--- config.mk ---
export PLATFORM = sky130hd
export DESIGN_NAME = pair_sched
export DESIGN_NICKNAME = d
export VERILOG_FILES = /design/src/rtl/pair_sched.sv
export SDC_FILE = /design/constraint.sdc
export NUM_CORES = 1
export LEC_CHECK = 0
export ABC_CLOCK_PERIOD_IN_PS = 4700
export BUFFER_PORTS_ARGS = -buffer_cell sky130_fd_sc_hd__buf_2
export CORE_MARGIN = 4
export CORE_UTILIZATION = 40
export CTS_BUF_LIST = sky130_fd_sc_hd__clkbuf_8
export CTS_CLUSTER_SIZE = 10
export DETAILED_ROUTE_END_ITERATION = 6
export GPL_TIMING_DRIVEN = 0
export PLACE_DENSITY = 0.54
export RECOVER_POWER = 50
export SLEW_MARGIN = 10
export SYNTH_ARGS = -nofsm -noshare
export SYNTH_HDL_FRONTEND = slang
export SYNTH_SLANG_ARGS = --single-unit
--- constraint.sdc ---
create_clock -name clock -period 4.7 [get_ports clock]
set_clock_uncertainty 0.2 [all_clocks]
set_input_delay 0.94 -clock clock [delete_from_list [all_inputs] [get_ports clock]]
set_output_delay 0.94 -clock clock [all_outputs]
set_load 0.02 [all_outputs]
--- src/rtl/pair_sched.sv ---
// pair_sched: walks every unordered pair of object slots, presents each pair's
// position/velocity operands to an external collision detector and gathers the
// per-pair result bits into coll_map.
// Optional build macro: PAIR_SCHED_TIMEOUT_EN adds a per-pair watchdog and an
// err output; without it the block waits indefinitely for the detector.
//
// state | meaning
// IDLE  | waiting for start; object table writable
// RUN   | pairs being issued to the detector, det_in_rdy high
// FIN   | single completion cycle, done high
module pair_sched #(
    parameter  int N_OBJ = 8,
    localparam int NPAIR = N_OBJ * (N_OBJ - 1) / 2
) (
    input  logic             clock,
    input  logic             reset,
    input  logic             ld_we,
    input  logic [2:0]       ld_addr,
    input  logic [15:0]      ld_x,
    input  logic [15:0]      ld_y,
    input  logic [15:0]      ld_vx,
    input  logic [15:0]      ld_vy,
    input  logic [15:0]      cfg_r2,
    input  logic             start,
    output logic             busy,
    output logic             done,
    output logic [NPAIR-1:0] coll_map,
    output logic [4:0]       hit_cnt,
    output logic [15:0]      x1,
    output logic [15:0]      y1,
    output logic [15:0]      vx1,
    output logic [15:0]      vy1,
    output logic [15:0]      x2,
    output logic [15:0]      y2,
    output logic [15:0]      vx2,
    output logic [15:0]      vy2,
    output logic [15:0]      r2,
    output logic             det_in_rdy,
    input  logic             det_trial,
    input  logic             det_out_rdy
`ifdef PAIR_SCHED_TIMEOUT_EN
    ,
    output logic             err
`endif
);

    localparam int KW = (NPAIR > 1) ? $clog2(NPAIR) : 1;

    typedef enum logic [1:0] {IDLE, RUN, FIN} state_t;

    typedef struct packed {
        logic [15:0] x;
        logic [15:0] y;
        logic [15:0] vx;
        logic [15:0] vy;
    } obj_t;

    state_t        state_q, state_d;
    obj_t          slot_q [N_OBJ];
    obj_t          slot_v [N_OBJ];
    obj_t          op_a, op_b;
    logic [2:0]    pi_q, pj_q, ni, nj, sel_i, sel_j;
    logic [KW-1:0] k_q;
    logic          drain_q, last_pair, wr_ok;
    logic          go, take, discard, fin;
`ifdef PAIR_SCHED_TIMEOUT_EN
    logic [4:0]    wd_q;
    logic          abort;
`endif

    assign busy      = (state_q != IDLE);
    assign done      = (state_q == FIN);
    assign last_pair = (int'(k_q) == NPAIR - 1);

    // Table view with this cycle's write folded in, so a start in the same
    // cycle as a load already sees the new slot contents.
    always_comb begin
        wr_ok = ld_we && (state_q == IDLE) && (int'(ld_addr) < N_OBJ);
        for (int s = 0; s < N_OBJ; s++) begin
            slot_v[s] = slot_q[s];
            if (wr_ok && (int'(ld_addr) == s))
                slot_v[s] = {ld_x, ld_y, ld_vx, ld_vy};
        end
    end

    // Next pair in (0,1),(0,2)..(N-2,N-1) order and the operands it selects.
    always_comb begin
        if (pj_q == 3'(N_OBJ - 1)) begin
            ni = pi_q + 3'd1;
            nj = pi_q + 3'd2;
        end else begin
            ni = pi_q;
            nj = pj_q + 3'd1;
        end
        sel_i = (state_q == IDLE) ? 3'd0 : ni;
        sel_j = (state_q == IDLE) ? 3'd1 : nj;
        op_a  = '0;
        op_b  = '0;
        for (int s = 0; s < N_OBJ; s++) begin
            if (3'(s) == sel_i) op_a = slot_v[s];
            if (3'(s) == sel_j) op_b = slot_v[s];
        end
    end

    // State register.
    always_ff @(posedge clock) begin
        if (reset) state_q <= IDLE;
        else       state_q <= state_d;
    end

    // Next state and per-cycle control strobes.
    always_comb begin
        state_d = state_q;
        go      = 1'b0;
        take    = 1'b0;
        discard = 1'b0;
        fin     = 1'b0;
`ifdef PAIR_SCHED_TIMEOUT_EN
        abort   = 1'b0;
`endif
        case (state_q)
            IDLE: begin
                if (start) begin
                    go      = 1'b1;
                    state_d = RUN;
                end
            end
            RUN: begin
                if (det_out_rdy) begin
                    // First completion after a reset mid-scan belongs to the
                    // detector's stale pass, not to pair 0.
                    if (drain_q) begin
                        discard = 1'b1;
                    end else begin
                        take = 1'b1;
                        if (last_pair) begin
                            fin     = 1'b1;
                            state_d = FIN;
                        end
                    end
                end
`ifdef PAIR_SCHED_TIMEOUT_EN
                else if (wd_q == 5'd15) begin
                    abort   = 1'b1;
                    state_d = FIN;
                end
`endif
            end
            FIN:     state_d = IDLE;
            default: state_d = IDLE;
        endcase
    end

    // Object table, pair walk, operand registers and result accumulation.
    always_ff @(posedge clock) begin
        if (reset) begin
            for (int s = 0; s < N_OBJ; s++) slot_q[s] <= '0;
            coll_map               <= '0;
            hit_cnt                <= '0;
            {x1, y1, vx1, vy1}     <= '0;
            {x2, y2, vx2, vy2}     <= '0;
            r2                     <= '0;
            det_in_rdy             <= 1'b0;
            pi_q                   <= '0;
            pj_q                   <= '0;
            k_q                    <= '0;
            drain_q                <= (state_q == RUN);
`ifdef PAIR_SCHED_TIMEOUT_EN
            wd_q                   <= '0;
            err                    <= 1'b0;
`endif
        end else begin
            slot_q <= slot_v;
            if (go) begin
                coll_map           <= '0;
                hit_cnt            <= '0;
                k_q                <= '0;
                pi_q               <= 3'd0;
                pj_q               <= 3'd1;
                {x1, y1, vx1, vy1} <= op_a;
                {x2, y2, vx2, vy2} <= op_b;
                r2                 <= cfg_r2;
                det_in_rdy         <= 1'b1;
            end
            if (discard) drain_q <= 1'b0;
            if (take) begin
                coll_map[k_q] <= det_trial;
                hit_cnt       <= hit_cnt + 5'(det_trial);
                if (fin) begin
                    det_in_rdy <= 1'b0;
                end else begin
                    k_q                <= k_q + KW'(1);
                    pi_q               <= ni;
                    pj_q               <= nj;
                    {x1, y1, vx1, vy1} <= op_a;
                    {x2, y2, vx2, vy2} <= op_b;
                end
            end
`ifdef PAIR_SCHED_TIMEOUT_EN
            if (go || discard || take) wd_q <= '0;
            else if (state_q == RUN)   wd_q <= wd_q + 5'd1;
            if (go) begin
                err <= 1'b0;
            end else if (abort) begin
                err        <= 1'b1;
                det_in_rdy <= 1'b0;
            end
`endif
        end
    end

endmodule

; Word level (Yosys, flattened, before mapping)
; Index checks and enable logic that the tools add are counted.
[classes]
eq_ne = 29
magnitude_cmp = 2
muxes = 91
n_reduce_logical = 18
n_addsub = 5
[op_table]
columns = cell, count
row1 = $mux W64, 24
row2 = $mux W16, 24
row3 = $mux W28, 3
row4 = $mux W3, 10
row5 = $bwmux W28, 1
row6 = $mux W5, 5
row7 = $eq A3 B3 Y1 const A, 8
row8 = $mux W1, 18
row9 = $eq A3 B3 Y1 const B, 5
row10 = $eq A2 B3 Y1 const A, 4
row11 = $logic_and A1 B1 Y1, 10
row12 = $logic_not A3 Y1, 3
row13 = $mux W2, 4
row14 = $ne A2 B2 Y1 const B, 4
row15 = $add A3 B1 Y3 const B, 2
row16 = $eq A1 B3 Y1 const A, 2
row17 = $eq A3 B2 Y1 const B, 2
row18 = $lt A5 B6 Y1 const B, 1
row19 = $reduce_bool A2 Y1, 3
row20 = $add A5 B1 Y5, 1
row21 = $add A5 B1 Y5 const B, 1
row22 = $demux W1 S5, 1
row23 = $eq A5 B4 Y1 const B, 1
row24 = $ge A5 B1 Y1 const B, 1
row25 = other kinds (7), 7
[word_totals]
in_bits = 89
word_cells = 194
out_inout_bits = 180
register_bits = 704

; Logic depth before layout (Yosys ltp)
[depth]
word_depth = 15
depth_mapped = 12
mapped_depth_nobuf = 8

; Worst setup path before layout
; No wires, ideal clock.
[synth_path]
kind = input to register
startpoint = input port ld_addr[0]
endpoint = register y2[3]
setup_ns = 0.131
t_arrival_ns = 2.855
path_slack_ns = 1.513
n_path_buf = 2
stages = 8
path_cell_list = clkbuf_1 nand2_1 nor2_1 buf_2 mux2i_1 o221ai_1 a2111oi_0 nor3_1
[synth_via]
elab_chain_len = 14
word_cells_on_any_way = 35
classes_between = eq/ne: 7 / mux: 19 / reduce/logical: 9
[synth_rtl]
columns = element, line
row1 = "start, declared", 18  ; input logic [2:0] ld_addr,
row2 = $logic_not A3 Y1, 81  ; if (wr_ok && (int'(ld_addr) == s))
row3 = $logic_and A1 B1 Y1, 81
row4 = $mux W64, 81
row5 = $mux W64 (7 in series), 101  ; if (3'(s) == sel_j) op_b = slot_v[s];
row6 = $mux W64 *, 101
row7 = $mux W16, 174  ; if (go) begin
row8 = $mux W16, 189  ; if (fin) begin
row9 = $mux W16 *, 186  ; if (take) begin
row10 = "end signal, assigned", 181  ; {x2, y2, vx2, vy2} <= op_b;
row11 = "end signal, assigned", 196  ; {x2, y2, vx2, vy2} <= op_b;
row12 = "end, declared", 34  ; output logic [15:0] y2,
; Every way passes the cells marked *; elsewhere a longest branch is shown, timed or not.
; A chain may end at the register's enable or synchronous reset.

; Worst setup path in the final report
[layout_path]
startpoint = register pj_q[0]
endpoint = register y2[6]
[layout_via]
elab_chain_len = 15
word_cells_on_any_way = 23
classes_between = add/sub: 1 / eq/ne: 8 / mux: 13 / reduce/logical: 1
[layout_rtl]
columns = element, line
row1 = "start, declared", 62  ; logic [2:0] pi_q, pj_q, ni, nj, sel_i, sel_j;
row2 = "start signal, assigned", 194  ; pj_q <= nj;
row3 = $add A3 B1 Y3 or $eq A3 B3 Y1 (tied branches), "93, 88"
row4 = $mux W3 *, 88  ; if (pj_q == 3'(N_OBJ - 1)) begin
row5 = $mux W3 *, 96  ; sel_j = (state_q == IDLE) ? 3'd1 : nj;
row6 = $logic_not A3 Y1, 101
row7 = $mux W64 (7 in series), 101
row8 = $mux W64 *, 101
row9 = $mux W16, 174
row10 = $mux W16, 189
row11 = $mux W16 *, 186
; Marked as above.

==> impl.org <==
** Critical path
- Data on the critical path is required at its endpoint by 5.15 ns.
- STA classifies the critical path startpoint as a flop.
- The startpoint identified for the worst register-to-register timing path is pj_q[0].
- Worst setup path startpoint :: pj_q[0]
- Data on the critical path arrives at its endpoint at 5.32 ns.
- WS Path Type :: reg2reg
- The worst setup path is captured at a flop.
- Max Fanout on Critical Path :: 10

** Place
- Worst setup timing slack at the placement stage :: -0.477 ns
- Half-perimeter wire length of the detailed placement result :: 123000 um
- Routability-driven placement finished with a final weighted congestion of 1.01.
- The count of buffers added on input and output ports is 202.

** GRT
- Total routing resource utilization after global routing :: 0.403
- First-pass GRT wire length :: 243000 um
- The initial antenna violation count came to 16.
- The number of global-route vias before repair is 31200.
- Pin count of the biggest net entering global routing :: 17
- Total overflow reported by the global router :: 0

** Floorplan
- Starting utilization of the core area :: 0.404
- Full die area :: 84700 um2
- The die is 291 um wide.
- I/O pin count :: 269
- Placeable core region :: 79300 um2
- Die outline height :: 291 um
- After floorplanning, the core was divided into 103 placement rows.

** Synthesis
- Distinct cell type count of the synthesized netlist :: 71
- #FFs+latches synth :: 704
- Mean instance size in the synthesized netlist :: 8.61 um2
- Fraction of the yosys area taken by sequential cells :: 0.440
- sky130_fd_sc_hd__dfxtp_1 takes more of the synthesized area than any other cell.
- Synthesized instance count :: 3723
- Yosys mapped a number of flops with a built-in enable equal to 1.
- Of all flip-flops after synthesis, the portion carrying an async set or reset was 0.
- Netlist Area Pre-Place :: 32100 um2
- The share of synthesized area in the top cell type comes to 0.439.
- Largest cells by area after synthesis :: sky130_fd_sc_hd__dfxtp_1 44%, sky130_fd_sc_hd__mux2i_1 15%, sky130_fd_sc_hd__nor2_1 7.2%
- Net count after synthesis :: 3822
- For this run, the number of Yosys warnings is 0.
- Dominant synthesized flop cell :: sky130_fd_sc_hd__dfxtp_1

** STA
- Final-report hold violation count :: 0
- Min Clock Period, post-route :: 4.87 ns
- Once routing completed, OpenROAD measured the worst setup slack at -0.171 ns.
- For this run, the top clock speed supported by timing is 0.205 GHz.
- Setup repair after global routing left no endpoint under its margin.
- Worst-case headroom to the max-slew limit :: -0.139
- Max-slew violations :: 88
- Final worst hold slack :: 0.177 ns
- At the pin with the least slew margin, the transition time is 1.71 ns.
- Final period utilization :: 1.04
- Setup violations remaining at the end of the flow were counted as 19.

** Flow run
- Number of maximum-capacitance violations :: 9

** Layout
- Share of cells above drive strength 1 :: 0.0766
- Counting the fill cells in the layout gives 8232.
- Max reg flops :: 512
- More flip-flops sit in one register than any other, and that register is slot_q.
- The library cell used most frequently in the layout, excluding fill and tap cells, is sky130_fd_sc_hd__dfxtp_1.
- Area growth from synthesis to layout :: 14.8%
- In the final layout, the registers with the most flip-flops are slot_q x512, coll_map x28.
- In the final design database the tool counted 4164 nets.
- In the layout the commonest cells are 703 x sky130_fd_sc_hd__dfxtp_1, 614 x sky130_fd_sc_hd__nor2_1, 478 x sky130_fd_sc_hd__mux2i_1.

** Route
- DRC :: 1
- Via total after detailed routing :: 34100
- In this run the remaining antenna-violating nets after routing total 0.
- Wire length after detailed routing :: 180000 um
- Per-cell routed wire length :: 34.6 um
- In the routed layout, each cell is associated on average with a via count of 6.54.
- DR pass1 iterations :: 7
- For this block, the initial DRC count from the detailed router was 5140.

** Clock tree
- CTS tree :: yes
- Buffers added to address setup during post-CTS repair amount to 0.
- Root Buffer Master :: sky130_fd_sc_hd__clkbuf_8
- Max Buffers Root-to-Sink :: 3
- CTS HTree Levels :: 4
- # clock sinks :: 704
- Clk_lat worst skew :: 0.81 ns
- Num CTS Buffers :: 132
- After clock tree synthesis, the clock-pin slew on the worst setup and hold paths is 0.06 ns.

** Power
- The analysis attributes to cell leakage a power of 13.0 nW.
- P per Cell Area :: 376 nW/um2
- Across the VDD grid, the largest voltage drop is 0.000244 V.

** Run status
- The flow ran to the end, but the final reports show violations.
- The checks that failed: design-rule violations, max-capacitance violations, max-slew violations, negative setup slack.

** Hold path
- The startpoint identified for the worst hold timing path is cfg_r2[14].
- Worst hold-check path type :: in2reg
area by class of cell:
class	count	area (um2)	share of cell area
diodes	12	30.0	0.000816
clock buffers	162	2230	0.0606
clock inverters	60	303	0.00823
plain buffers	391	1610	0.0438
multi-input cells	2619	16300	0.443
flip-flops and latches	704	14100	0.383
well taps	1050	1310	0.0357
inverters	9	33.8	0.000918
repair buffers	208	873	0.0237
cells by family (layout without fill, tap and decap cells):
kind of cell             Yosys count  after routing  synth area share
AO/OA/AOI/OAI                    994            994             0.200
XOR/XNOR                           5              5           0.00137
adder cells (fa/ha/maj)           10             10           0.00390
buffers and inverters            400            830            0.0522
flip-flops                       704            704             0.440
multiplexers                     479            479             0.150
other                              0             12                 0
AND/OR/NAND/NOR                 1131           1131             0.153
layer usage:
layer / global-route usage / vias to the layer above / wire length [um]
li1: - / 14200 / -
met1: 0.515 / 16300 / 69500
met2: 0.575 / 2690 / 72700
met3: 0.138 / 827 / 23800
met4: 0.265 / 14 / 14200
met5: 0 / - / 92
synthesized netlist by cell type (all sizes together), types with 13 or more instances:
library cell  number
dfxtp            703
nor2             623
mux2i            479
clkbuf           297
o22ai            227
a21oi            224
nand2            190
o21ai            159
nand3            105
nor3              97
o221ai            97
buf               94
a22oi             73
a31oi             57
a211oi            50
and2              43
o31ai             22
a2111oi           13
a221oi            13
nor4              13
what timing repair did:
| item | CTS | global route |
|---|---|---|
| endpoints found under the setup margin | 58 | 80 |
| resized for setup | 6 | 37 |
| hold buffers | 0 | 0 |
critical path: stages (launching register included):
cell and delay, ns:
sky130_fd_sc_hd__dfxtp_1 0.33, sky130_fd_sc_hd__ha_1 0.22, sky130_fd_sc_hd__ha_1 0.23, sky130_fd_sc_hd__buf_2 0.20
sky130_fd_sc_hd__nand2b_1 0.22, sky130_fd_sc_hd__a221oi_2 0.18, sky130_fd_sc_hd__nand2_1 0.30, sky130_fd_sc_hd__buf_2 0.39
sky130_fd_sc_hd__clkbuf_1 0.57, sky130_fd_sc_hd__buf_1 0.87, sky130_fd_sc_hd__o22ai_1 0.19, sky130_fd_sc_hd__nor3_1 0.67
sky130_fd_sc_hd__a21oi_1 0.13
where the power goes:
part	switching, W	total [W]	internal [W]
registers	0.0000913	0.00622	0.00613
clock network	0.00281	0.00596	0.00315
logic	0.00127	0.00166	0.000387
total	0.00418	0.0138	0.00967
worst paths after layout:
check,endpoint,slack (ns),cells past startpoint
worst min register to register,vy1[5],0.25,2
worst max register to register,y2[6],-0.17,12
worst max-delay path,y2[6],-0.17,12
worst min-delay path,r2[14],0.18,3
metrics by stage:
stage	TNS, ns	utilization	cell area (um2)	instances	power [W]
finish	-1.09	0.464	36800	5215	0.0138
floorplan	0	-	32100	3723	0.00720
global placement	-20.89	0.434	34400	4975	0.00792
CTS	0	0.467	37100	5203	0.0137
global route	0	0.464	36800	5205	0.0141
detailed placement	-10.10	0.435	34500	4981	0.00794
No activity file was read; power rests on OpenSTA's default activity.
